**config.mk**
```make
export PLATFORM = sky130hd
export DESIGN_NAME = execute_flat
export DESIGN_NICKNAME = d
export VERILOG_FILES = /design/src/rtl/exec_pkg.sv /design/src/rtl/execute_if.sv /design/src/rtl/div_iter.sv /design/src/rtl/execute.sv /design/src/flat_wrapper.sv
export SDC_FILE = /design/constraint.sdc
export NUM_CORES = 2
export LEC_CHECK = 0
export CAP_MARGIN = 20
export CORE_UTILIZATION = 65
export DETAILED_ROUTE_END_ITERATION = 10
export DONT_BUFFER_PORTS = 1
export PLACE_DENSITY = 0.8
export SLEW_MARGIN = 20
export SYNTH_ARGS = -nofsm -noshare
export SYNTH_HDL_FRONTEND = slang
export SYNTH_SLANG_ARGS = --single-unit
```
**constraint.sdc**
```tcl
create_clock -name clk -period 1.2 [get_ports clk]
set_input_delay 0.24 -clock clk [delete_from_list [all_inputs] [get_ports clk]]
set_output_delay 0.24 -clock clk [all_outputs]
set_load 0.01 [all_outputs]
```
**src/rtl/exec_pkg.sv**
```systemverilog
// Shared encodings for the execute stage: ALU operations, divider FSM states,
// packed pipeline-register layouts, and small opcode-decode helpers.
package exec_pkg;

  localparam int XLEN     = 32;
  localparam int ALU_OP_W = 4;
  localparam int DIV_ITER = 32;

  typedef enum logic [ALU_OP_W-1:0] {
    ALU_ADD    = 4'd0,
    ALU_SUB    = 4'd1,
    ALU_AND    = 4'd2,
    ALU_OR     = 4'd3,
    ALU_XOR    = 4'd4,
    ALU_SLL    = 4'd5,
    ALU_SRL    = 4'd6,
    ALU_SRA    = 4'd7,
    ALU_SLT    = 4'd8,
    ALU_SLTU   = 4'd9,
    ALU_PASS_B = 4'd10,
    ALU_MUL    = 4'd11,
    ALU_DIV    = 4'd12,
    ALU_DIVU   = 4'd13,
    ALU_REM    = 4'd14,
    ALU_REMU   = 4'd15
  } alu_op_t;

  typedef enum logic [1:0] {
    DIV_IDLE = 2'd0,
    DIV_BUSY = 2'd1,
    DIV_DONE = 2'd2
  } div_state_t;

  // Everything the memory stage needs besides the execute result.
  typedef struct packed {
    logic [XLEN-1:0] mem_write_data;
    logic [XLEN-1:0] next_pc;
    logic            rd_we;
    logic [4:0]      rd_addr;
    logic            res_src;
    logic            mem_we;
  } ctrl_t;

  typedef struct packed {
    logic [XLEN-1:0] exec_data;
    ctrl_t           ctrl;
  } mem_stage_t;

  // Divide encodings occupy the top quarter of the opcode space.
  function automatic logic is_div_op(input alu_op_t op);
    return op[3:2] == 2'b11;
  endfunction

  function automatic logic is_signed_div(input alu_op_t op);
    return ~op[0];
  endfunction

  function automatic logic is_rem_op(input alu_op_t op);
    return op[1];
  endfunction

endpackage

```
**src/rtl/execute_if.sv**
```systemverilog
// Decode -> execute -> memory-access bundle; master is the decode/memory side,
// slave is the execute stage.
interface execute_if;
  import exec_pkg::*;

  logic                valid_in;
  logic [XLEN-1:0]     next_pc_in;
  logic [XLEN-1:0]     rs1_data;
  logic [XLEN-1:0]     rs2_data;
  logic [XLEN-1:0]     imm;
  logic                alu_src_b;
  logic [ALU_OP_W-1:0] alu_op;
  logic                rd_write_enable_in;
  logic [4:0]          rd_write_addr_in;
  logic                res_src_in;
  logic                mem_write_enable_in;

  logic                stall_out;
  logic [XLEN-1:0]     exec_data_out;
  logic [XLEN-1:0]     mem_write_data_out;
  logic [XLEN-1:0]     next_pc_out;
  logic                rd_write_enable_out;
  logic [4:0]          rd_write_addr_out;
  logic                res_src_out;
  logic                mem_write_enable_out;

  modport master (
    output valid_in, next_pc_in, rs1_data, rs2_data, imm, alu_src_b, alu_op,
           rd_write_enable_in, rd_write_addr_in, res_src_in, mem_write_enable_in,
    input  stall_out, exec_data_out, mem_write_data_out, next_pc_out,
           rd_write_enable_out, rd_write_addr_out, res_src_out, mem_write_enable_out
  );

  modport slave (
    input  valid_in, next_pc_in, rs1_data, rs2_data, imm, alu_src_b, alu_op,
           rd_write_enable_in, rd_write_addr_in, res_src_in, mem_write_enable_in,
    output stall_out, exec_data_out, mem_write_data_out, next_pc_out,
           rd_write_enable_out, rd_write_addr_out, res_src_out, mem_write_enable_out
  );

endinterface

```
**src/rtl/div_iter.sv**
```systemverilog
// Radix-2 restoring divider, 32 cycles BUSY then one DONE cycle; divide-by-zero and
// signed overflow skip straight to DONE. Present only when MULDIV_DIV_EN is defined.
`ifdef MULDIV_DIV_EN
module div_iter
  import exec_pkg::*;
(
  input  logic            clk,
  input  logic            rst_n,
  input  logic            start,
  input  logic            is_signed,
  input  logic [XLEN-1:0] dividend,
  input  logic [XLEN-1:0] divisor,
  output logic            busy,
  output logic            done,
  output logic [XLEN-1:0] quotient,
  output logic [XLEN-1:0] remainder
);

  div_state_t      state_q, state_d;
  logic [4:0]      cnt_q;
  logic [XLEN-1:0] quo_q, rem_q, dsr_q;
  logic            neg_quo_q, neg_rem_q;

  logic            div_zero, overflow, special;
  logic [XLEN-1:0] dvd_abs, dsr_abs;
  logic [XLEN:0]   shifted;
  logic [XLEN-1:0] diff;
  logic            ge;

  assign div_zero = (divisor == '0);
  assign overflow = is_signed && (dividend == 32'h8000_0000) && (divisor == 32'hFFFF_FFFF);
  assign special  = div_zero | overflow;

  assign dvd_abs = (is_signed && dividend[XLEN-1]) ? -dividend : dividend;
  assign dsr_abs = (is_signed && divisor[XLEN-1])  ? -divisor  : divisor;

  assign shifted = {rem_q, quo_q[XLEN-1]};
  assign ge      = (shifted >= {1'b0, dsr_q});
  // When ge holds the true difference is below the divisor, so 32 bits suffice.
  assign diff    = shifted[XLEN-1:0] - dsr_q;

  always_ff @(posedge clk or negedge rst_n) begin
    if (!rst_n) state_q <= DIV_IDLE;
    else        state_q <= state_d;
  end

  always_comb begin
    state_d = state_q;
    case (state_q)
      DIV_IDLE: if (start) state_d = special ? DIV_DONE : DIV_BUSY;
      DIV_BUSY: if (cnt_q == 5'(DIV_ITER - 1)) state_d = DIV_DONE;
      DIV_DONE: state_d = DIV_IDLE;
      default:  state_d = DIV_IDLE;
    endcase
  end

  always_ff @(posedge clk or negedge rst_n) begin
    if (!rst_n) begin
      cnt_q     <= '0;
      quo_q     <= '0;
      rem_q     <= '0;
      dsr_q     <= '0;
      neg_quo_q <= 1'b0;
      neg_rem_q <= 1'b0;
    end else begin
      case (state_q)
        DIV_IDLE: begin
          if (start) begin
            cnt_q <= '0;
            dsr_q <= dsr_abs;
            if (div_zero) begin
              quo_q     <= '1;
              rem_q     <= dividend;
              neg_quo_q <= 1'b0;
              neg_rem_q <= 1'b0;
            end else if (overflow) begin
              quo_q     <= 32'h8000_0000;
              rem_q     <= '0;
              neg_quo_q <= 1'b0;
              neg_rem_q <= 1'b0;
            end else begin
              quo_q     <= dvd_abs;
              rem_q     <= '0;
              neg_quo_q <= is_signed & (dividend[XLEN-1] ^ divisor[XLEN-1]);
              neg_rem_q <= is_signed & dividend[XLEN-1];
            end
          end
        end
        DIV_BUSY: begin
          cnt_q <= cnt_q + 5'd1;
          quo_q <= {quo_q[XLEN-2:0], ge};
          rem_q <= ge ? diff : shifted[XLEN-1:0];
        end
        default: ;
      endcase
    end
  end

  assign busy      = (state_q == DIV_BUSY);
  assign done      = (state_q == DIV_DONE);
  assign quotient  = neg_quo_q ? -quo_q : quo_q;
  assign remainder = neg_rem_q ? -rem_q : rem_q;

endmodule
`endif

```
**src/rtl/execute.sv**
```systemverilog
// Execute stage: single-cycle ALU into one pipeline register; divides (MULDIV_DIV_EN)
// stall decode via stall_out until the iterative divider reports DONE.
module execute
  import exec_pkg::*;
(
  input  logic     clk,
  input  logic     rst_n,
  execute_if.slave bus
);

  alu_op_t         op;
  logic [XLEN-1:0] op_a, op_b;
  logic [XLEN-1:0] alu_res;
  ctrl_t           ctrl_in;
  mem_stage_t      pipe_d, pipe_q;

  assign op   = alu_op_t'(bus.alu_op);
  assign op_a = bus.rs1_data;
  assign op_b = bus.alu_src_b ? bus.imm : bus.rs2_data;

  always_comb begin
    alu_res = '0;
    case (op)
      ALU_ADD:    alu_res = op_a + op_b;
      ALU_SUB:    alu_res = op_a - op_b;
      ALU_AND:    alu_res = op_a & op_b;
      ALU_OR:     alu_res = op_a | op_b;
      ALU_XOR:    alu_res = op_a ^ op_b;
      ALU_SLL:    alu_res = op_a << op_b[4:0];
      ALU_SRL:    alu_res = op_a >> op_b[4:0];
      ALU_SRA:    alu_res = $signed(op_a) >>> op_b[4:0];
      ALU_SLT:    alu_res = {31'd0, $signed(op_a) < $signed(op_b)};
      ALU_SLTU:   alu_res = {31'd0, op_a < op_b};
      ALU_PASS_B: alu_res = op_b;
      ALU_MUL:    alu_res = op_a * op_b;
      // Divide encodings reach here only in the single-cycle build.
      ALU_DIV, ALU_DIVU, ALU_REM, ALU_REMU: alu_res = '0;
      default:    alu_res = '0;
    endcase
  end

  always_comb begin
    ctrl_in.mem_write_data = bus.rs2_data;
    ctrl_in.next_pc        = bus.next_pc_in;
    ctrl_in.rd_we          = bus.valid_in & bus.rd_write_enable_in;
    ctrl_in.rd_addr        = bus.rd_write_addr_in;
    ctrl_in.res_src        = bus.res_src_in;
    ctrl_in.mem_we         = bus.valid_in & bus.mem_write_enable_in;
  end

`ifdef MULDIV_DIV_EN
  logic            div_busy, div_done, div_idle, accept_div;
  logic [XLEN-1:0] div_quo, div_rem;
  ctrl_t           div_lat_ctrl;
  logic            div_lat_rem;

  assign div_idle   = ~div_busy & ~div_done;
  assign accept_div = div_idle & bus.valid_in & is_div_op(op);

  div_iter u_div (
    .clk       (clk),
    .rst_n     (rst_n),
    .start     (accept_div),
    .is_signed (is_signed_div(op)),
    .dividend  (op_a),
    .divisor   (op_b),
    .busy      (div_busy),
    .done      (div_done),
    .quotient  (div_quo),
    .remainder (div_rem)
  );

  // Decode holds its inputs while stalled, but the latched copy keeps DONE
  // independent of whatever decode presents in that cycle.
  always_ff @(posedge clk or negedge rst_n) begin
    if (!rst_n) begin
      div_lat_ctrl <= '0;
      div_lat_rem  <= 1'b0;
    end else if (accept_div) begin
      div_lat_ctrl <= ctrl_in;
      div_lat_rem  <= is_rem_op(op);
    end
  end

  assign bus.stall_out = rst_n & (accept_div | div_busy);
`else
  assign bus.stall_out = 1'b0;
`endif

  always_comb begin
    pipe_d.exec_data = alu_res;
    pipe_d.ctrl      = ctrl_in;
`ifdef MULDIV_DIV_EN
    if (div_done) begin
      pipe_d.exec_data = div_lat_rem ? div_rem : div_quo;
      pipe_d.ctrl      = div_lat_ctrl;
    end else if (accept_div || div_busy) begin
      pipe_d.ctrl.rd_we  = 1'b0;
      pipe_d.ctrl.mem_we = 1'b0;
    end
`endif
  end

  always_ff @(posedge clk or negedge rst_n) begin
    if (!rst_n) pipe_q <= '0;
    else        pipe_q <= pipe_d;
  end

  assign bus.exec_data_out        = pipe_q.exec_data;
  assign bus.mem_write_data_out   = pipe_q.ctrl.mem_write_data;
  assign bus.next_pc_out          = pipe_q.ctrl.next_pc;
  assign bus.rd_write_enable_out  = pipe_q.ctrl.rd_we;
  assign bus.rd_write_addr_out    = pipe_q.ctrl.rd_addr;
  assign bus.res_src_out          = pipe_q.ctrl.res_src;
  assign bus.mem_write_enable_out = pipe_q.ctrl.mem_we;

endmodule

```
**src/flat_wrapper.sv**
```systemverilog
// flat-port wrapper written by rule: the top's interface ports become plain ports
module execute_flat import exec_pkg::*;
  (clk, rst_n, bus_valid_in, bus_next_pc_in, bus_rs1_data, bus_rs2_data, bus_imm, bus_alu_src_b, bus_alu_op, bus_rd_write_enable_in, bus_rd_write_addr_in, bus_res_src_in, bus_mem_write_enable_in, bus_stall_out, bus_exec_data_out, bus_mem_write_data_out, bus_next_pc_out, bus_rd_write_enable_out, bus_rd_write_addr_out, bus_res_src_out, bus_mem_write_enable_out);
  execute_if bus_i ();
  input  logic clk;
  input  logic rst_n;
  input wire logic [$bits(bus_i.valid_in)-1:0] bus_valid_in;
  input wire logic [$bits(bus_i.next_pc_in)-1:0] bus_next_pc_in;
  input wire logic [$bits(bus_i.rs1_data)-1:0] bus_rs1_data;
  input wire logic [$bits(bus_i.rs2_data)-1:0] bus_rs2_data;
  input wire logic [$bits(bus_i.imm)-1:0] bus_imm;
  input wire logic [$bits(bus_i.alu_src_b)-1:0] bus_alu_src_b;
  input wire logic [$bits(bus_i.alu_op)-1:0] bus_alu_op;
  input wire logic [$bits(bus_i.rd_write_enable_in)-1:0] bus_rd_write_enable_in;
  input wire logic [$bits(bus_i.rd_write_addr_in)-1:0] bus_rd_write_addr_in;
  input wire logic [$bits(bus_i.res_src_in)-1:0] bus_res_src_in;
  input wire logic [$bits(bus_i.mem_write_enable_in)-1:0] bus_mem_write_enable_in;
  output wire logic [$bits(bus_i.stall_out)-1:0] bus_stall_out;
  output wire logic [$bits(bus_i.exec_data_out)-1:0] bus_exec_data_out;
  output wire logic [$bits(bus_i.mem_write_data_out)-1:0] bus_mem_write_data_out;
  output wire logic [$bits(bus_i.next_pc_out)-1:0] bus_next_pc_out;
  output wire logic [$bits(bus_i.rd_write_enable_out)-1:0] bus_rd_write_enable_out;
  output wire logic [$bits(bus_i.rd_write_addr_out)-1:0] bus_rd_write_addr_out;
  output wire logic [$bits(bus_i.res_src_out)-1:0] bus_res_src_out;
  output wire logic [$bits(bus_i.mem_write_enable_out)-1:0] bus_mem_write_enable_out;
  assign bus_i.valid_in = bus_valid_in;
  assign bus_i.next_pc_in = bus_next_pc_in;
  assign bus_i.rs1_data = bus_rs1_data;
  assign bus_i.rs2_data = bus_rs2_data;
  assign bus_i.imm = bus_imm;
  assign bus_i.alu_src_b = bus_alu_src_b;
  assign bus_i.alu_op = bus_alu_op;
  assign bus_i.rd_write_enable_in = bus_rd_write_enable_in;
  assign bus_i.rd_write_addr_in = bus_rd_write_addr_in;
  assign bus_i.res_src_in = bus_res_src_in;
  assign bus_i.mem_write_enable_in = bus_mem_write_enable_in;
  assign bus_stall_out = bus_i.stall_out;
  assign bus_exec_data_out = bus_i.exec_data_out;
  assign bus_mem_write_data_out = bus_i.mem_write_data_out;
  assign bus_next_pc_out = bus_i.next_pc_out;
  assign bus_rd_write_enable_out = bus_i.rd_write_enable_out;
  assign bus_rd_write_addr_out = bus_i.rd_write_addr_out;
  assign bus_res_src_out = bus_i.res_src_out;
  assign bus_mem_write_enable_out = bus_i.mem_write_enable_out;
  execute u_core (.clk(clk), .rst_n(rst_n), .bus(bus_i));
endmodule
```
==> flow_summary.yaml, run 1 <==
floorplan:
  die_w_um: 205
  initial_core_util_pct: 66.6
  num_io_pins: 249
  rows: 73
  die_h_um: 205
placement:
  dp_worst_setup_slack_ps: -6370
  gp_congestion: 1.28
  hpwl_mm: 100
  portBuffers: 0
run_status:
  outcome.stop_stage: "global routing"
  run_status: "aborted with a tool error"
  tool.error: "[ERROR GRT-0116] Global routing finished with congestion. Check the congestion regions in the DRC Viewer."
synth:
  synth_seq_cells: 104
  synthSimpleGateAreaFrac_pct: 15.8
  synth.yosys.seq_area_share_pct: 9.75
  synth-compound-area-share_pct: 15.3
  yosysWarnings: 0
  synthMuxAreaShare_pct: 4.96
  synth-xor-area-share_pct: 3.18
  ys.flop_type: "dfrtp_1"
  synth_nets: 4054
  syn_area_um2: 26700
  synthAdderAreaFrac_pct: 41.3
  synth_top_family_by_area: "adder cells"
  syn_inst: 3274
  avgSynthCellArea_um2: 8.15
  synth_edf_count: 0
  async_flop_share_pct: 100
  synthDistinctLibCells: 85
cts:
  htreeDepth: 3
  cts_root_buf: "clkbuf_16"
  numCtsBuffers: 9
  clock_sinks: 104
  cts.path.max_buffers: 2
global_routing:
  grt_pass1_wl_mm: 275
  grt_max_degree: 105
  grt_overflow_total: 796
  first_global_vias: 40000
  grt_usage_pct: 88.9
[what timing repair did]
| item | in CTS |
|---|---|
| pin swaps | 101 |
| setup buffers | 35 |
| cloned | 5 |
| setup endpoints to repair | 32 |
| hold endpoints to repair | 175 |
| hold buffers | 72 |
| gates resized for setup | 288 |
[stage by stage]
step	cell area (µm²)	cells	utilization [%]	hold WS, ps
global placement	32400	4329	80.8	-53.9
detailed placement	32400	4329	80.8	-53.7
CTS	35300	4455	88.0	-475
floorplan	27100	3274	-	-55.6
[routing by layer]
layer / global-route usage [%] / overflow
met4: 92.9 / 281
met2: 99.4 / 401
met5: 64.0 / 6
met3: 81.1 / 57
met1: 85.6 / 51
[cells by family after synthesis]
logic type               count (synthesis)
buffers and inverters                  674
XOR/XNOR                                97
other                                    1
adder cells (fa/ha/maj)                636
multiplexers                           124
AND/OR/NAND/NOR                       1027
flip-flops                             104
AO/OA/AOI/OAI                          611
[synth_stat cells, types with 18 or more instances]
| library cell | n | area [µm²] |
|---|---|---|
| a211oi_1 | 25 | 188 |
| a21o_1 | 22 | 165 |
| a21oi_1 | 159 | 796 |
| a221oi_1 | 22 | 193 |
| a31oi_1 | 30 | 188 |
| buf_1 | 26 | 97.6 |
| buf_2 | 18 | 90.1 |
| clkbuf_1 | 141 | 529 |
| dfrtp_1 | 104 | 2600 |
| fa_1 | 410 | 8210 |
| ha_1 | 226 | 2830 |
| inv_1 | 466 | 1750 |
| mux2i_1 | 105 | 1050 |
| nand2_1 | 371 | 1390 |
| nand2b_1 | 18 | 113 |
| nand3_1 | 36 | 180 |
| nor2_1 | 484 | 1820 |
| nor3_1 | 36 | 180 |
| o211ai_1 | 46 | 345 |
| o21ai_0 | 101 | 505 |
| o22ai_1 | 29 | 181 |
| xnor2_1 | 73 | 639 |
| xor2_1 | 24 | 210 |
==> inputs of run 2 (changes only) <==
CORE_UTILIZATION = 40   (was 65)
PLACE_DENSITY = not set   (was 0.8)
PLACE_DENSITY_LB_ADDON = 0.15   (was not set)
==> flow_summary.yaml, run 2 <==
run_status:
  run_status: "finished with violations"
  violations: "negative hold slack, negative setup slack"
floorplan:
  num_io_pins: 249
  rows: 94
  core_region_area_um2: 65900
  dieArea_um2: 67800
  initial_core_util_pct: 40.5
  die_h_um: 260
  die_w_um: 260
synth:
  yosysWarnings: 0
  synthAdderAreaFrac_pct: 41.3
  synth_seq_cells: 104
  synth-xor-area-share_pct: 3.18
  synth_common_cells: "nor2_1, inv_1, fa_1"
  synth_nets: 4054
  async_flop_share_pct: 100
  synth-compound-area-share_pct: 15.3
  ys.flop_type: "dfrtp_1"
  synthSimpleGateAreaFrac_pct: 15.8
  syn_inst: 3274
  syn_area_um2: 26700
  synth.area.top_cells: "fa_1, ha_1, dfrtp_1, nor2_1, inv_1"
  avgSynthCellArea_um2: 8.15
  synth_most_common_cell: "nor2_1"
  synthMuxAreaShare_pct: 4.96
  synth_top_area_share_pct: 30.7
  synthDistinctLibCells: 85
  yosysTopAreaCell: "fa_1"
  synth.yosys.seq_area_share_pct: 9.75
  synth_edf_count: 0
  synth_top_family_by_area: "adder cells"
final_layout:
  seqCellArea_um2: 2610
  final_cell_mix: "buf_4, nor2_1, inv_1"
  final_common_cell: "buf_4"
  nFillCells: 6209
  fin_nets: 4801
  drive_above_1_share_pct: 28.5
  layout.cells.non_filler: 4894
  synthToLayoutAreaGrowth_pct: 38.3
  multi_input_area_um2: 23000
  fin_util_pct: 56.1
worst_setup_path:
  cp.required_ps: 1500
  max_stage_delay_ps: 620
  cp_max_fo: 32
  crit_path_end_kind: "flop"
  path_class: "in2reg"
  arrival_ps: 7170
  cp-start-kind: "input port"
  crit_top_cell: "fa_1"
  cp_slowest_cell: "fa_1"
sta:
  slew-limit-headroom_pct: 13.9
  max_freq_mhz: 145
  setup-violations-final: 34
  finalCritPeriodShare_pct: 573
  fin_setup_tns_ps: -145700
  postLayoutSetupSlackWorst_ps: -5670
  period_minus_slack_ps: 6870
  fin_hold_ws_ps: -496
  slew_violations: 0
  finalHoldViolCount: 104
  worstMarginPinSlew_ps: 1260
  rsz0062_at_grt: "true"
cts:
  cts.path.max_buffers: 2
  clock_sinks: 104
  numCtsBuffers: 9
  postCtsHoldBufs: 75
  cts_root_buf: "clkbuf_16"
  htreeDepth: 3
  cts_tree: "built"
  clk_pin_slew_worst_paths_ps: 100
routing:
  drc: 0
  drtPass1Iterations: 6
  routed_wl_mm: 148
  vias: 28900
  antenna_left: 0
  drt-vias-per-instance: 5.90
  drtIter0Drc: 3107
  wl_per_cell_um: 30.2
power_and_ir_drop:
  p_int_mw: 70.5
  p_sw_mw: 70.6
  share_seq_of_total_power_pct: 3.4
  p_total_mw: 141
  pwr-share-comb_pct: 94.1
  peakVddDrop_uv: 10100
  clockPowerShare_pct: 2.5
  swShare_pct: 50.0
  total_leakage_power_nw: 17.9
  p_per_area_nw_per_um2: 3820
global_routing:
  first_global_vias: 30000
  grt_max_degree: 105
  antenna_found_initial: 3
  grt_overflow_total: 0
  grt_pass1_wl_mm: 210
  grt_usage_pct: 43.8
placement:
  hpwl_mm: 121
  gp_congestion: 1.05
  portBuffers: 0
  dp_worst_setup_slack_ps: -6590
  place_inst: 4745
flow_run:
  drv_cap: 0
worst_hold_path:
  hp-class: "in2async"
run 2: cell counts after synthesis:
No cell type changed its count.
run 2: final cells by class:
type	count	area share (%)
diodes	4	0.0271
clock buffers	9	0.610
clock inverters	7	0.241
inverters	484	5.00
multi-input cells	2496	62.4
flip-flops and latches	104	7.06
well taps	864	2.93
repair buffers	926	21.8
run 2: final timing paths:
| path | start | to | slack [ps] | depth (start not counted) |
|---|---|---|---|---|
| setup / recovery | bus_alu_src_b | u_core.bus.exec_data_out[25] | -5670 | 26 |
| hold / removal | rst_n | u_core.bus.next_pc_out[31] | -500 | 0 |
| max in group asynchronous | rst_n | u_core.bus.exec_data_out[7] | 1520 | 0 |
| min in group clk | bus_alu_op[0] | u_core.bus.exec_data_out[21] | 10 | 2 |
run 2: kinds of logic (layout without fill, tap and decap cells):
family / count (synthesis) / in the layout
fa+ha+maj: 636 / 636
simple gates: 1027 / 1027
buf+inv: 674 / 1426
xor+xnor: 97 / 97
mux: 124 / 124
compound gates: 611 / 611
other cells: 1 / 5
flops: 104 / 104
run 2: timing repair:
action                                 in CTS  in global routing
endpoints found under the hold margin     179                104
cloned                                      4                  1
buffers inserted                           45                  8
setup endpoints to repair                  35                 33
gates resized for setup                   214                128
pin swaps                                 111                 81
run 2: worst max-delay path: cells and delay by family:
kind / cells / cell delay, ps
AOI/OAI and AO/OA: 6 / 1120
xor gates and xnor gates: 1 / 140
adders and majority gates: 9 / 4280
buffers and inverters: 6 / 680
muxes: 1 / 330
and+or+nand+nor: 3 / 320
run 2: through the flow:
stage          cell area, µm²  hold slack (ps)
2_1_floorplan           27100            -55.6
3_5_place_dp            33600            -53.0
3_3_place_gp            33600            -53.4
5_1_grt                 36900             -507
4_1_cts                 36200             -512
6_report                36900             -496
run 2: power groups by stage:
stage / registers [mW] / logic [mW] / clock network (mW)
final: 4.78 / 133 / 3.52
after global routing: 4.83 / 139 / 3.64
after CTS: 4.80 / 126 / 3.54
after detailed placement: 4.84 / 106 / 0
after global placement: 4.84 / 105 / 0
after floorplan: 4.49 / 68.7 / 0
run 2: layer usage:
layer	part of all wire, %	global-route usage (%)	vias up
li1	-	-	12200
met1	40	55.9	14600
met2	44	67.0	1668
met3	10	11.9	434
met4	6.5	24.4	0
met5	0	0	-
(Power assumes the default switching activity.)
